[config.mk]
export PLATFORM = sky130hd
export DESIGN_NAME = alu_sched
export DESIGN_NICKNAME = d
export VERILOG_FILES = /design/src/rtl/alu_sched.sv
export SDC_FILE = /design/constraint.sdc
export NUM_CORES = 1
export LEC_CHECK = 0
export BUFFER_PORTS_ARGS = -buffer_cell sky130_fd_sc_hd__buf_2
export CAP_MARGIN = 10
export CORE_MARGIN = 2
export CORE_UTILIZATION = 40
export DETAILED_ROUTE_END_ITERATION = 7
export HOLD_SLACK_MARGIN = 0.05
export PLACE_DENSITY = 0.72
export SYNTH_ARGS = -nofsm -noshare
export SYNTH_HDL_FRONTEND = slang
export SYNTH_SLANG_ARGS = --single-unit
[constraint.sdc]
create_clock -name clk -period 2.49 [get_ports clk]
set_input_delay 0.249 -clock clk [delete_from_list [all_inputs] [get_ports clk]]
set_output_delay 0.249 -clock clk [all_outputs]
set_load 0.01 [all_outputs]
[src/rtl/alu_sched.sv]
`default_nettype none
// ============================================================================
// Module   : alu_sched
// Purpose  : Shares one ALU between two requesters. Requests are taken over
//            valid/ready handshakes with round-robin priority, issued to the
//            ALU one at a time, and the result is returned with the
//            requester ID over a valid/ready response channel.
// Ports    : clk, rst (async, active-high)
//            req_valid/req_ready[1:0]      - per-port request handshake
//            req_sel*/req_op*/req_a*/req_b* - per-port request payload
//            rsp_valid/rsp_ready/rsp_id/rsp_data - response channel
//            alu_en, alu_a_en, alu_b_en, alu_a_op, alu_b_op,
//            alu_a, alu_b (to ALU), alu_c (from ALU)
//            busy - high whenever the scheduler is not idle
// Revision : 1.0 - initial release
// ============================================================================
module alu_sched #(
    parameter int DW  = 8,
    parameter int LAT = 1
) (
    input  logic          clk,
    input  logic          rst,
    input  logic [1:0]    req_valid,
    output logic [1:0]    req_ready,
    input  logic          req_sel0,
    input  logic          req_sel1,
    input  logic [1:0]    req_op0,
    input  logic [1:0]    req_op1,
    input  logic [DW-1:0] req_a0,
    input  logic [DW-1:0] req_b0,
    input  logic [DW-1:0] req_a1,
    input  logic [DW-1:0] req_b1,
    output logic          rsp_valid,
    input  logic          rsp_ready,
    output logic          rsp_id,
    output logic [DW-1:0] rsp_data,
    output logic          alu_en,
    output logic          alu_a_en,
    output logic          alu_b_en,
    output logic [1:0]    alu_a_op,
    output logic [1:0]    alu_b_op,
    output logic [DW-1:0] alu_a,
    output logic [DW-1:0] alu_b,
    input  logic [DW-1:0] alu_c,
    output logic          busy
);

    typedef enum logic [1:0] {
        S_IDLE  = 2'd0,
        S_ISSUE = 2'd1,
        S_WAIT  = 2'd2,
        S_RESP  = 2'd3
    } state_t;

    // Wait counter preload: WAIT lasts LAT cycles, ending when the count hits 0.
    localparam logic [3:0] c_cnt_init = 4'(LAT - 1);

    state_t        r_state;
    state_t        w_next;
    logic          r_ptr;
    logic          r_g;
    logic          r_sel;
    logic [1:0]    r_op;
    logic [DW-1:0] r_a;
    logic [DW-1:0] r_b;
    logic [3:0]    r_cnt;
    logic          r_rsp_id;
    logic [DW-1:0] r_rsp_data;

    logic          w_gnt;
    logic          w_accept;
    logic          w_drive;

    // Lone requester wins outright; on a tie the priority pointer decides.
    always_comb begin
        w_gnt = r_ptr;
        unique case (req_valid)
            2'b01:   w_gnt = 1'b0;
            2'b10:   w_gnt = 1'b1;
            default: w_gnt = r_ptr;
        endcase
    end

    // Ready is held low while reset is asserted so the handshake cannot
    // appear to complete against registers that are being cleared.
    assign w_accept = (r_state == S_IDLE) && !rst && req_valid[w_gnt];

    // State register
    always_ff @(posedge clk or posedge rst) begin
        if (rst) begin
            r_state <= S_IDLE;
        end else begin
            r_state <= w_next;
        end
    end

    // Next state and state-decoded outputs
    always_comb begin
        w_next    = r_state;
        w_drive   = 1'b0;
        req_ready = 2'b00;
        rsp_valid = 1'b0;
        busy      = (r_state != S_IDLE);
        alu_en    = 1'b0;
        alu_a_en  = 1'b0;
        alu_b_en  = 1'b0;
        alu_a_op  = 2'b00;
        alu_b_op  = 2'b00;

        unique case (r_state)
            S_IDLE: begin
                if (w_accept) begin
                    req_ready = w_gnt ? 2'b10 : 2'b01;
                    w_next    = S_ISSUE;
                end
            end
            S_ISSUE: begin
                w_drive = 1'b1;
                w_next  = S_WAIT;
            end
            S_WAIT: begin
                w_drive = 1'b1;
                if (r_cnt == 4'd0) begin
                    w_next = S_RESP;
                end
            end
            S_RESP: begin
                rsp_valid = 1'b1;
                if (rsp_ready) begin
                    w_next = S_IDLE;
                end
            end
            default: w_next = S_IDLE;
        endcase

        // ALU controls stay asserted for the whole ISSUE+WAIT window.
        if (w_drive) begin
            alu_en   = 1'b1;
            alu_a_en = ~r_sel;
            alu_b_en = r_sel;
            alu_a_op = r_sel ? 2'b00 : r_op;
            alu_b_op = r_sel ? r_op  : 2'b00;
        end
    end

    // Operand buses come straight from the captured payload, so they keep
    // their last value between operations.
    assign alu_a    = r_a;
    assign alu_b    = r_b;
    assign rsp_id   = r_rsp_id;
    assign rsp_data = r_rsp_data;

    // Datapath registers
    always_ff @(posedge clk or posedge rst) begin
        if (rst) begin
            r_ptr      <= 1'b0;
            r_g        <= 1'b0;
            r_sel      <= 1'b0;
            r_op       <= 2'b00;
            r_a        <= '0;
            r_b        <= '0;
            r_cnt      <= 4'd0;
            r_rsp_id   <= 1'b0;
            r_rsp_data <= '0;
        end else begin
            if (w_accept) begin
                r_g   <= w_gnt;
                r_sel <= w_gnt ? req_sel1 : req_sel0;
                r_op  <= w_gnt ? req_op1  : req_op0;
                r_a   <= w_gnt ? req_a1   : req_a0;
                r_b   <= w_gnt ? req_b1   : req_b0;
            end

            if (r_state == S_ISSUE) begin
                r_cnt <= c_cnt_init;
            end else if ((r_state == S_WAIT) && (r_cnt != 4'd0)) begin
                r_cnt <= r_cnt - 4'd1;
            end

            // Only the last WAIT cycle's ALU result is taken.
            if ((r_state == S_WAIT) && (r_cnt == 4'd0)) begin
                r_rsp_data <= alu_c;
                r_rsp_id   <= r_g;
            end

            // Priority moves only on a completed response, never on grant.
            if ((r_state == S_RESP) && rsp_ready) begin
                r_ptr <= ~r_g;
            end
        end
    end

endmodule
`default_nettype wire

==> impl_metrics.json, run 1 <==
{
  "synth.top_cell.area_share_pct": 52.2,
  "ctsHtreeMaxLevel": 2,
  "outcome": "completed",
  "synth_top_area_cell": "dfrtp_1",
  "ios": 87,
  "p_seq_share_pct": 36.8,
  "core_area_um2": 4090,
  "ir_drop_mv": 0.587,
  "grt_max_degree": 37,
  "reg2regPathDepth": 7,
  "highest_layer": "met4",
  "path_clk_slew_ps": 80,
  "rsz0062_at_grt": "false",
  "vias_per_cell": 5.18,
  "tns_ps": 0,
  "syn_avg_cell_area_um2": 11.5,
  "period_needed_ps": 1930,
  "root_buffer": "clkbuf_8",
  "globalRouteOverflowTotal": 0,
  "synth_compound_area_share_pct": 20.0,
  "fmax_mhz": 519,
  "final_common_cell": "buf_2",
  "yosys_warnings": 0,
  "max_cap_viol_count": 0,
  "critPathKind": "register to register",
  "powerDensity_nw_per_um2": 1170,
  "synth.distinct_cells": 29,
  "ys_seq_area_share_pct": 52.2,
  "cp-end-kind": "register",
  "initial_core_util_pct": 42.2,
  "cts_repair_resize_count": 0,
  "power_frac_clock_pct": 15.9,
  "p_int_mw": 1.72,
  "numPortBuffers": 86,
  "worstPathRequired_ps": 2690,
  "drt_pre_antenna_iters": 4,
  "grt.total_usage_pct": 16.9,
  "dpl.hpwl_um": 2920,
  "synth_nets": 208,
  "relSlewSlack_pct": 70.7,
  "num_vias": 1497,
  "die_area_um2": 4850,
  "synthAdderAreaFrac_pct": 5.08,
  "die_h_um": 69.7,
  "ys_top_cells_by_area": "dfrtp_1, a2bb2oi_1, o22ai_1",
  "antenna_found_initial": 0,
  "arrival_ps": 2130,
  "synthesis.area_um2": 1720,
  "wl_um": 3910,
  "clkSinkCount": 36,
  "finalClockSkew_ps": 8.59,
  "crit_path_start_kind": "register",
  "met2_length_um": 1860,
  "gp_congestion": 0.779,
  "drc": 0,
  "cts_tree": "done",
  "hp-class": "input pin to async pin",
  "placementRows": 23,
  "hold_buffers": 0,
  "crit_fanout": 16,
  "synthSimpleGateAreaFrac_pct": 8.64,
  "hold_viol": 0,
  "routedWlPerCell_um": 13.5,
  "wirelength_met1_um": 1660,
  "ys_ff_latch": 36,
  "antenna_left": 0,
  "power_switching_uw": 973,
  "layout_common_cells": "buf_2, dfrtp_1, o22ai_1, a2bb2oi_1, mux2_2",
  "worst_slew_pin_slew_ps": 440,
  "switching_share_pct": 36.2,
  "grt_pass1_wl_um": 6600,
  "final_layout_size_suffix_gt1_share_pct": 46.0,
  "clk_latency_ps": 290,
  "grt_pass1_vias": 1475,
  "area_delta_synth_final_pct": 33.2,
  "drtIter0Drc": 44,
  "hold_slack_ps": 110,
  "drv_slew": 0,
  "ff2ff_setup_slack_ps": 560,
  "synth_cells": 150,
  "dr_wl_met3_um": 330,
  "synth.area.mux_share_pct": 8.20,
  "fin_nets": 296,
  "cts_setup_buffers": 0,
  "p_comb_share_pct": 47.3,
  "setup_viol": 0,
  "cts_buffer_depth": 2,
  "fp.dieW_um": 69.7,
  "numCtsBuffers": 5,
  "diodes": 0,
  "finalCritPeriodShare_pct": 77.4,
  "synth_top_family_by_area": "compound AO/OA/AOI/OAI gates",
  "synth_xor_area_share_pct": 1.52,
  "p_leak_nw": 1.15
}
==> per-stage QoR <==
step | setup slack (ps) | utilization, % | instances | cell area, µm² | total power, mW
after global routing | 384 | 56.2 | 289 | 2300 | 2.89
after global placement | 422 | 53.9 | 281 | 2200 | 2.27
after detailed placement | 389 | 53.9 | 281 | 2200 | 2.28
final | 564 | 56.2 | 289 | 2300 | 2.69
after floorplan | 618 | - | 150 | 1720 | 1.82
after CTS | 527 | 56.2 | 289 | 2300 | 2.72
==> synthesized netlist by cell type (all sizes together) <==
cell and n:
dfrtp 36, a2bb2oi 19, o22ai 19, mux2 11
inv 8, ha 7, nand2 6, nor2 6
buf 5, a21oi 4, clkbuf 4, and2 3
and3 3, nor2b 3, nor3 3, nand3 2
xor2 2, a21boi 1, mux2i 1, o21a 1
o21ai 1, o31a 1, o32a 1, or2 1
or3b 1, xnor2 1
==> metal layers <==
metal	up-vias	global-route usage, %
li1	726	-
met4	0	5.77
met5	-	0
met2	63	27.1
met3	7	5.67
met1	701	21.3
==> final cells by class <==
cell class                 count  area, µm²
clock inverter                 1       7.51
inverter                       8       30.0
fill                         375       1790
timing repair buffer          90        460
clock buffer                   7       86.3
tap                           50       62.6
multi-input combinational     97        748
sequential                    36        901
==> logic make-up after synthesis <==
kind of cell / after synthesis
buffers and inverters: 17
AND/OR/NAND/NOR: 28
AO/OA/AOI/OAI: 47
XOR/XNOR: 3
adder cells (fa/ha/maj): 7
flip-flops: 36
multiplexers: 12
==> power by group through the flow <==
stage / clock [mW] / sequential, mW / combinational [mW]
2_1_floorplan: 0 / 1.08 / 0.746
3_3_place_gp: 0 / 0.995 / 1.27
3_5_place_dp: 0 / 0.989 / 1.30
4_1_cts: 0.441 / 0.990 / 1.29
5_1_grt: 0.468 / 1.02 / 1.40
6_report: 0.428 / 0.989 / 1.27
==> flip-flops by register name (all words and copies together), names as in the netlist <==
signal,cells
alu_a,8
alu_b,8
r_cnt,4
r_g,1
r_op,2
r_ptr,1
r_sel,1
r_state,2
rsp_data,8
rsp_id,1
==> final timing paths <==
kind	start	to
max	r_state[0]$_DFFE_PP0P_	alu_a[7]$_DFFE_PP0P_
min	rst	alu_b[5]$_DFFE_PP0P_
max reg2reg	r_state[0]$_DFFE_PP0P_	alu_a[7]$_DFFE_PP0P_
min reg2reg	rsp_data[1]$_DFFE_PP0P_	rsp_data[1]$_DFFE_PP0P_
max in group asynchronous	rst	r_cnt[3]$_DFFE_PP0P_
min in group clk	alu_c[6]	rsp_data[6]$_DFFE_PP0P_
==> worst max-delay path: stages, from the launching register on <==
cell and delay (ps):
dfrtp_1 410, inv_1 90, ha_1 190, nor2b_1 250, a21boi_1 240, o21a_1 230, buf_4 250, a2bb2oi_1 190
No activity file was read; power rests on OpenSTA's default activity.
==> inputs of run 2 (changes only) <==
--- a/config.mk
+++ b/config.mk
@@ -5,13 +5,14 @@
 export SDC_FILE = /design/constraint.sdc
 export NUM_CORES = 1
 export LEC_CHECK = 0
+export ABC_AREA = 1
 export BUFFER_PORTS_ARGS = -buffer_cell sky130_fd_sc_hd__buf_2
 export CAP_MARGIN = 10
 export CORE_MARGIN = 2
 export CORE_UTILIZATION = 40
 export DETAILED_ROUTE_END_ITERATION = 7
 export HOLD_SLACK_MARGIN = 0.05
-export PLACE_DENSITY = 0.72
+export PLACE_DENSITY = 0.71
 export SYNTH_ARGS = -nofsm -noshare
 export SYNTH_HDL_FRONTEND = slang
 export SYNTH_SLANG_ARGS = --single-unit
==> constraint.sdc (replaced) <==
create_clock -name clk -period 1.6 [get_ports clk]
set_input_delay 0.16 -clock clk [delete_from_list [all_inputs] [get_ports clk]]
set_output_delay 0.16 -clock clk [all_outputs]
set_load 0.01 [all_outputs]
==> run 2 against run 1 <==
  * Die area increased by 22%
  * Utilization decreased by 1.9 points
  * Register-to-register slack got worse by 440 ps
  * Sequential power increased by 51%
  * Via count increased by 32%
  * Critical path depth unchanged
  * Final cell count increased by 51%
  * Critical endpoint is now req_ready[1]
  * Non-clock buffer count increased by 13
  * Wire length increased by 23%
  * Global-route usage increased by 0.90 points
  * Worst hold slack got worse by 29 ps
==> impl_metrics.json, run 2 <==
{
  "diodes": 0,
  "ctsHtreeMaxLevel": 2,
  "synth_top_area_cell": "dfrtp_1",
  "numPortBuffers": 86,
  "synth_nets": 325,
  "cts_buffer_depth": 2,
  "ys_top_cells_by_area": "dfrtp_1, nand2_1, o21ai_2",
  "setup_viol": 0,
  "drv_slew": 0,
  "root_buffer": "clkbuf_8",
  "whs_path_depth": 3,
  "synthesis.area_um2": 2130,
  "drt_pre_antenna_iters": 4,
  "gp_congestion": 0.800,
  "grt_pass1_wl_um": 8540,
  "drc": 0,
  "yosys_warnings": 0,
  "synthTopCellsByCount": "nand2_1, inv_1, dfrtp_1",
  "finalClockSkew_ps": 4.23,
  "fill_cells": 514,
  "worst_slew_pin_slew_ps": 297,
  "ir_drop_mv": 0.768,
  "synth.top_cell.area_share_pct": 42.3,
  "finalCritPeriodShare_pct": 96.3,
  "numCtsBuffers": 5,
  "synth_cells": 267,
  "placedCellCount": 422,
  "core_area_um2": 5110,
  "crit_path_start_kind": "register",
  "regArea_um2": 901,
  "dpl.hpwl_um": 3700,
  "ys_seq_area_share_pct": 42.3,
  "clkSinkCount": 36,
  "clk_latency_ps": 280,
  "syn_avg_cell_area_um2": 7.97,
  "arrival_ps": 1380,
  "synth.most_common_cell": "nand2_1",
  "final_layout_size_suffix_gt1_share_pct": 39.5,
  "ios": 87,
  "antenna_left": 0,
  "max_cap_viol_count": 0,
  "hold_slack_ps": 80.5,
  "grt_max_degree": 21,
  "layout_common_cells": "nand2_1, buf_2, dfrtp_1",
  "path_clk_slew_ps": 70,
  "fin_nets": 423,
  "drtIter0Drc": 50,
  "outcome": "completed",
  "fmax_mhz": 649,
  "powerDensity_nw_per_um2": 1640,
  "ys.flop_type": "dfrtp_1",
  "die_area_um2": 5920,
  "multi_input_area_um2": 976,
  "worstPathRequired_ps": 1440,
  "utilization_pct": 54.2,
  "antenna_found_initial": 0,
  "synth.distinct_cells": 28,
  "final_cells": 435,
  "area_delta_synth_final_pct": 30.2,
  "rsz0062_at_grt": "true",
  "synth_edf_count": 0,
  "cp-end-kind": "output port",
  "grt_pass1_vias": 1927,
  "vias_per_cell": 4.55,
  "cts_tree": "done",
  "ys_ff_latch": 36,
  "p_leak_nw": 1.64,
  "critPathKind": "register to output port",
  "wl_um": 4820,
  "crit_fanout": 3,
  "async_flop_share_pct": 100,
  "relSlewSlack_pct": 80.2,
  "num_vias": 1980,
  "total_power_mw": 4.53,
  "grt.total_usage_pct": 17.8,
  "die_h_um": 76.9,
  "hp-class": "input pin to register",
  "reg2regPathDepth": 9,
  "fin_area_um2": 2770,
  "hold_viol": 0,
  "globalRouteOverflowTotal": 0,
  "fp.dieW_um": 76.9,
  "dpl_cell_area_um2": 2600,
  "period_needed_ps": 1540,
  "routedWlPerCell_um": 11.1,
  "final_common_cell": "nand2_1",
  "placementRows": 26,
  "initial_core_util_pct": 41.7
}
run 2: cell types whose count changed in the layout (fill, tap and decap cells not counted), moves of 17 or more:
cell,before,now
a2bb2oi_1,19,0
o21ai_2,0,17
o22ai_1,19,0
nand2_1,6,94
nand3_1,2,23
inv_1,8,34
run 2: logic make-up after synthesis:
kind of cell,after synthesis,share of synthesized area [%]
flops,36,42.3
compound gates,35,11.6
fa+ha+maj,7,4.12
buf+inv,51,12.8
simple gates,138,29.2
run 2: per-stage QoR:
stage	worst slack [ps]	setup TNS, ps
after floorplan	135	0
final	58.4	0
after global placement	115	0
after detailed placement	61.4	0
after global routing	-21.1	-26.0
after CTS	26.3	0
run 2: power by group:
part / internal (mW) / switching (mW)
logic: 0.992 / 1.36
registers: 1.28 / 0.208
clock network: 0.383 / 0.306
total: 2.66 / 1.87
run 2: layer usage:
metal / share of wire, % / track usage, %
met3: 4.7 / 3.76
met4: 1.4 / 6.55
met2: 51 / 30.3
met1: 43 / 22.1
met5: 0 / 0
run 2: repair_timing:
action	in CTS	in global routing
gates resized for setup	5	3
hold buffers	1	0
endpoints found under the setup margin	7	5
hold endpoints to repair	36	0
pin swaps	4	2
buffers inserted	5	0
run 2: worst paths after layout:
path                                         from                 endpoint  slack (ps)
max                        r_state[1]$_DFFE_PP0P_             req_ready[1]          60
min                                      alu_c[5]  rsp_data[5]$_DFFE_PP0P_          80
max reg2reg                r_state[1]$_DFFE_PP0P_     alu_b[3]$_DFFE_PP0P_         120
min reg2reg                  alu_b[7]$_DFFE_PP0P_     alu_b[7]$_DFFE_PP0P_         480
max in group asynchronous                     rst  rsp_data[1]$_DFFE_PP0P_         850
min in group asynchronous                     rst     alu_a[4]$_DFFE_PP0P_         510
run 2: layout make-up:
| cell class | count | area share [%] |
|---|---|---|
| clock buffer | 7 | 3.48 |
| timing repair buffer | 103 | 20.2 |
| tap | 70 | 3.16 |
| inverter | 39 | 5.37 |
| multi-input combinational | 180 | 35.2 |
| sequential | 36 | 32.5 |
run 2: worst max-delay path, cell delays in order (launching register included):
cell,delay [ps]
dfrtp_1,390
inv_2,80
ha_4,150
inv_4,40
nor2_4,100
nand4_1,140
inv_1,70
buf_2,120
==> inputs of run 3 (changes only) <==
==> constraint.sdc (replaced) <==
create_clock -name clk -period 1.6 [get_ports clk]
set_input_delay 0 -clock clk [delete_from_list [all_inputs] [get_ports clk]]
set_output_delay 0 -clock clk [all_outputs]
set_load 0.01 [all_outputs]
==> run 3 against run 2 <==
  * Die area unchanged
  * Worst hold slack worse by 27 ps
  * Non-clock buffer count up 35
  * Setup slack better by 11 ps
  * Highest routed layer unchanged
  * Largest cell class unchanged
  * Utilization up 7.8 points
  * Sequential share of layout area down 4.1 points
==> impl_metrics.json, run 3 (synthesis gave the netlist of run 2 again) <==
{
  "powerDensity_nw_per_um2": 1510,
  "worstPathRequired_ps": 1780,
  "hold_slack_ps": 53.9,
  "relSlewSlack_pct": 66.6,
  "outcome": "completed",
  "drv_slew": 0,
  "max_cap_viol_count": 0,
  "period_needed_ps": 1530,
  "p_leak_nw": 1.82,
  "diodes": 0,
  "cp_top_family": "buffers and inverters",
  "ir_drop_mv": 0.741,
  "drc": 0,
  "crit_path_start_kind": "register",
  "hold_viol": 0,
  "numPortBuffers": 86,
  "dpl.hpwl_um": 3720,
  "utilization_pct": 62.0,
  "final_cells": 471,
  "placementRows": 26,
  "globalRouteOverflowTotal": 0,
  "vias_per_cell": 4.63,
  "num_vias": 2180,
  "final_layout_size_suffix_gt1_share_pct": 36.4,
  "dpl_cell_area_um2": 2600,
  "tns_ps": 0,
  "cp-end-kind": "register",
  "drtIter0Drc": 86,
  "fp.dieW_um": 76.9,
  "initial_core_util_pct": 41.7,
  "multi_input_area_um2": 975,
  "cpPeakStageDelay_ps": 390,
  "gp_congestion": 0.801,
  "wirelength_met1_um": 2380,
  "ctsHtreeMaxLevel": 2,
  "fin_area_um2": 3170,
  "fin_nets": 458,
  "drt_pre_antenna_iters": 4,
  "area_delta_synth_final_pct": 48.9,
  "fmax_mhz": 653,
  "ios": 87,
  "numCtsBuffers": 5,
  "path_clk_slew_ps": 70,
  "grt_max_degree": 17,
  "wl_um": 5800,
  "cts_tree": "done",
  "grt_pass1_vias": 2153,
  "arrival_ps": 1710,
  "finalCritPeriodShare_pct": 95.7,
  "power_frac_clock_pct": 16.4,
  "grt.total_usage_pct": 20.9,
  "clk_latency_ps": 290,
  "regArea_um2": 901,
  "clkSinkCount": 36,
  "core_area_um2": 5110,
  "crit_fanout": 7,
  "crit_buf_inv": 5,
  "antenna_left": 0,
  "hp-class": "input pin to register",
  "p_comb_share_pct": 52.5,
  "met2_length_um": 3030,
  "cts_buffer_depth": 2,
  "layout_common_cells": "nand2_1, buf_2, dfrtp_1",
  "final_common_cell": "nand2_1",
  "worst_slew_pin_slew_ps": 500,
  "path_cells": "inv_2 > ha_4 > inv_2 > nor2_4 > nand3_4 > buf_12 > buf_4 > buf_4 > nand2_1 > o21ai_2",
  "p_int_mw": 2.86,
  "p_seq_share_pct": 31.1,
  "antenna_found_initial": 0,
  "critPathKind": "register to register",
  "cp_slowest_cell": "dfrtp_1",
  "die_area_um2": 5920,
  "grt_pass1_wl_um": 9850,
  "root_buffer": "clkbuf_8",
  "power_switching_mw": 1.94,
  "dr_wl_met3_um": 285,
  "die_h_um": 76.9,
  "placedCellCount": 422,
  "switching_share_pct": 40.5,
  "finalClockSkew_ps": 6.11,
  "highest_layer": "met4",
  "routedWlPerCell_um": 12.3,
  "setup_viol": 0,
  "fill_cells": 442
}
==> run 3: area by class of cell <==
class	count	share of cell area [%]
Multi-Input combinational cell	180	30.8
Tap cell	70	2.76
Clock buffer	6	2.29
Timing Repair Buffer	138	30.0
Clock inverter	2	1.11
Inverter	39	4.62
Sequential cell	36	28.4
==> run 3: power groups by stage <==
stage          clock network (mW)  logic, mW  registers (mW)
2_1_floorplan                   0       1.39            1.63
3_3_place_gp                    0       2.15            1.50
3_5_place_dp                    0       2.21            1.52
4_1_cts                     0.808       2.47            1.49
5_1_grt                     0.858       2.84            1.54
6_report                    0.788       2.52            1.49
==> run 3: worst paths after layout <==
kind	start	end	slack, ps	depth (start not counted)
max in group asynchronous	rst	alu_a[2]$_DFFE_PP0P_	700	4
setup reg to reg	r_state[0]$_DFFE_PP0P_	alu_b[2]$_DFFE_PP0P_	70	10
min in group asynchronous	rst	r_state[0]$_DFFE_PP0P_	320	3
setup / recovery	r_state[0]$_DFFE_PP0P_	alu_b[2]$_DFFE_PP0P_	70	10
hold reg to reg	alu_a[1]$_DFFE_PP0P_	alu_a[1]$_DFFE_PP0P_	480	2
hold / removal	req_op0[0]	r_op[0]$_DFFE_PP0P_	50	5
==> run 3: worst reg2reg max path, delay by kind of cell (launching register included) <==
| family | cells | cell delay, ps |
|---|---|---|
| simple gates | 3 | 270 |
| buf+inv | 5 | 570 |
| flops | 1 | 390 |
| fa+ha+maj | 1 | 160 |
| compound gates | 1 | 50 |
==> run 3: layer usage <==
metal	GRT usage, %	vias to the layer above
li1	-	1103
met1	24.7	993
met2	36.6	74
met3	4.94	10
met4	8.18	0
met5	0	-
==> run 3: repair_timing <==
item	in CTS	in global routing
gates cloned	1	0
pin swaps	3	3
hold buffers	33	0
hold endpoints to repair	38	0
setup endpoints to repair	1	21
setup buffers	3	4
gates resized for setup	7	5
==> run 3: through the flow <==
stage / total power [mW] / setup WS, ps
floorplan: 3.01 / 225
global placement: 3.66 / 144
global route: 5.24 / -15.6
finish: 4.80 / 69.1
CTS: 4.77 / 15.7
detailed placement: 3.73 / 78.9
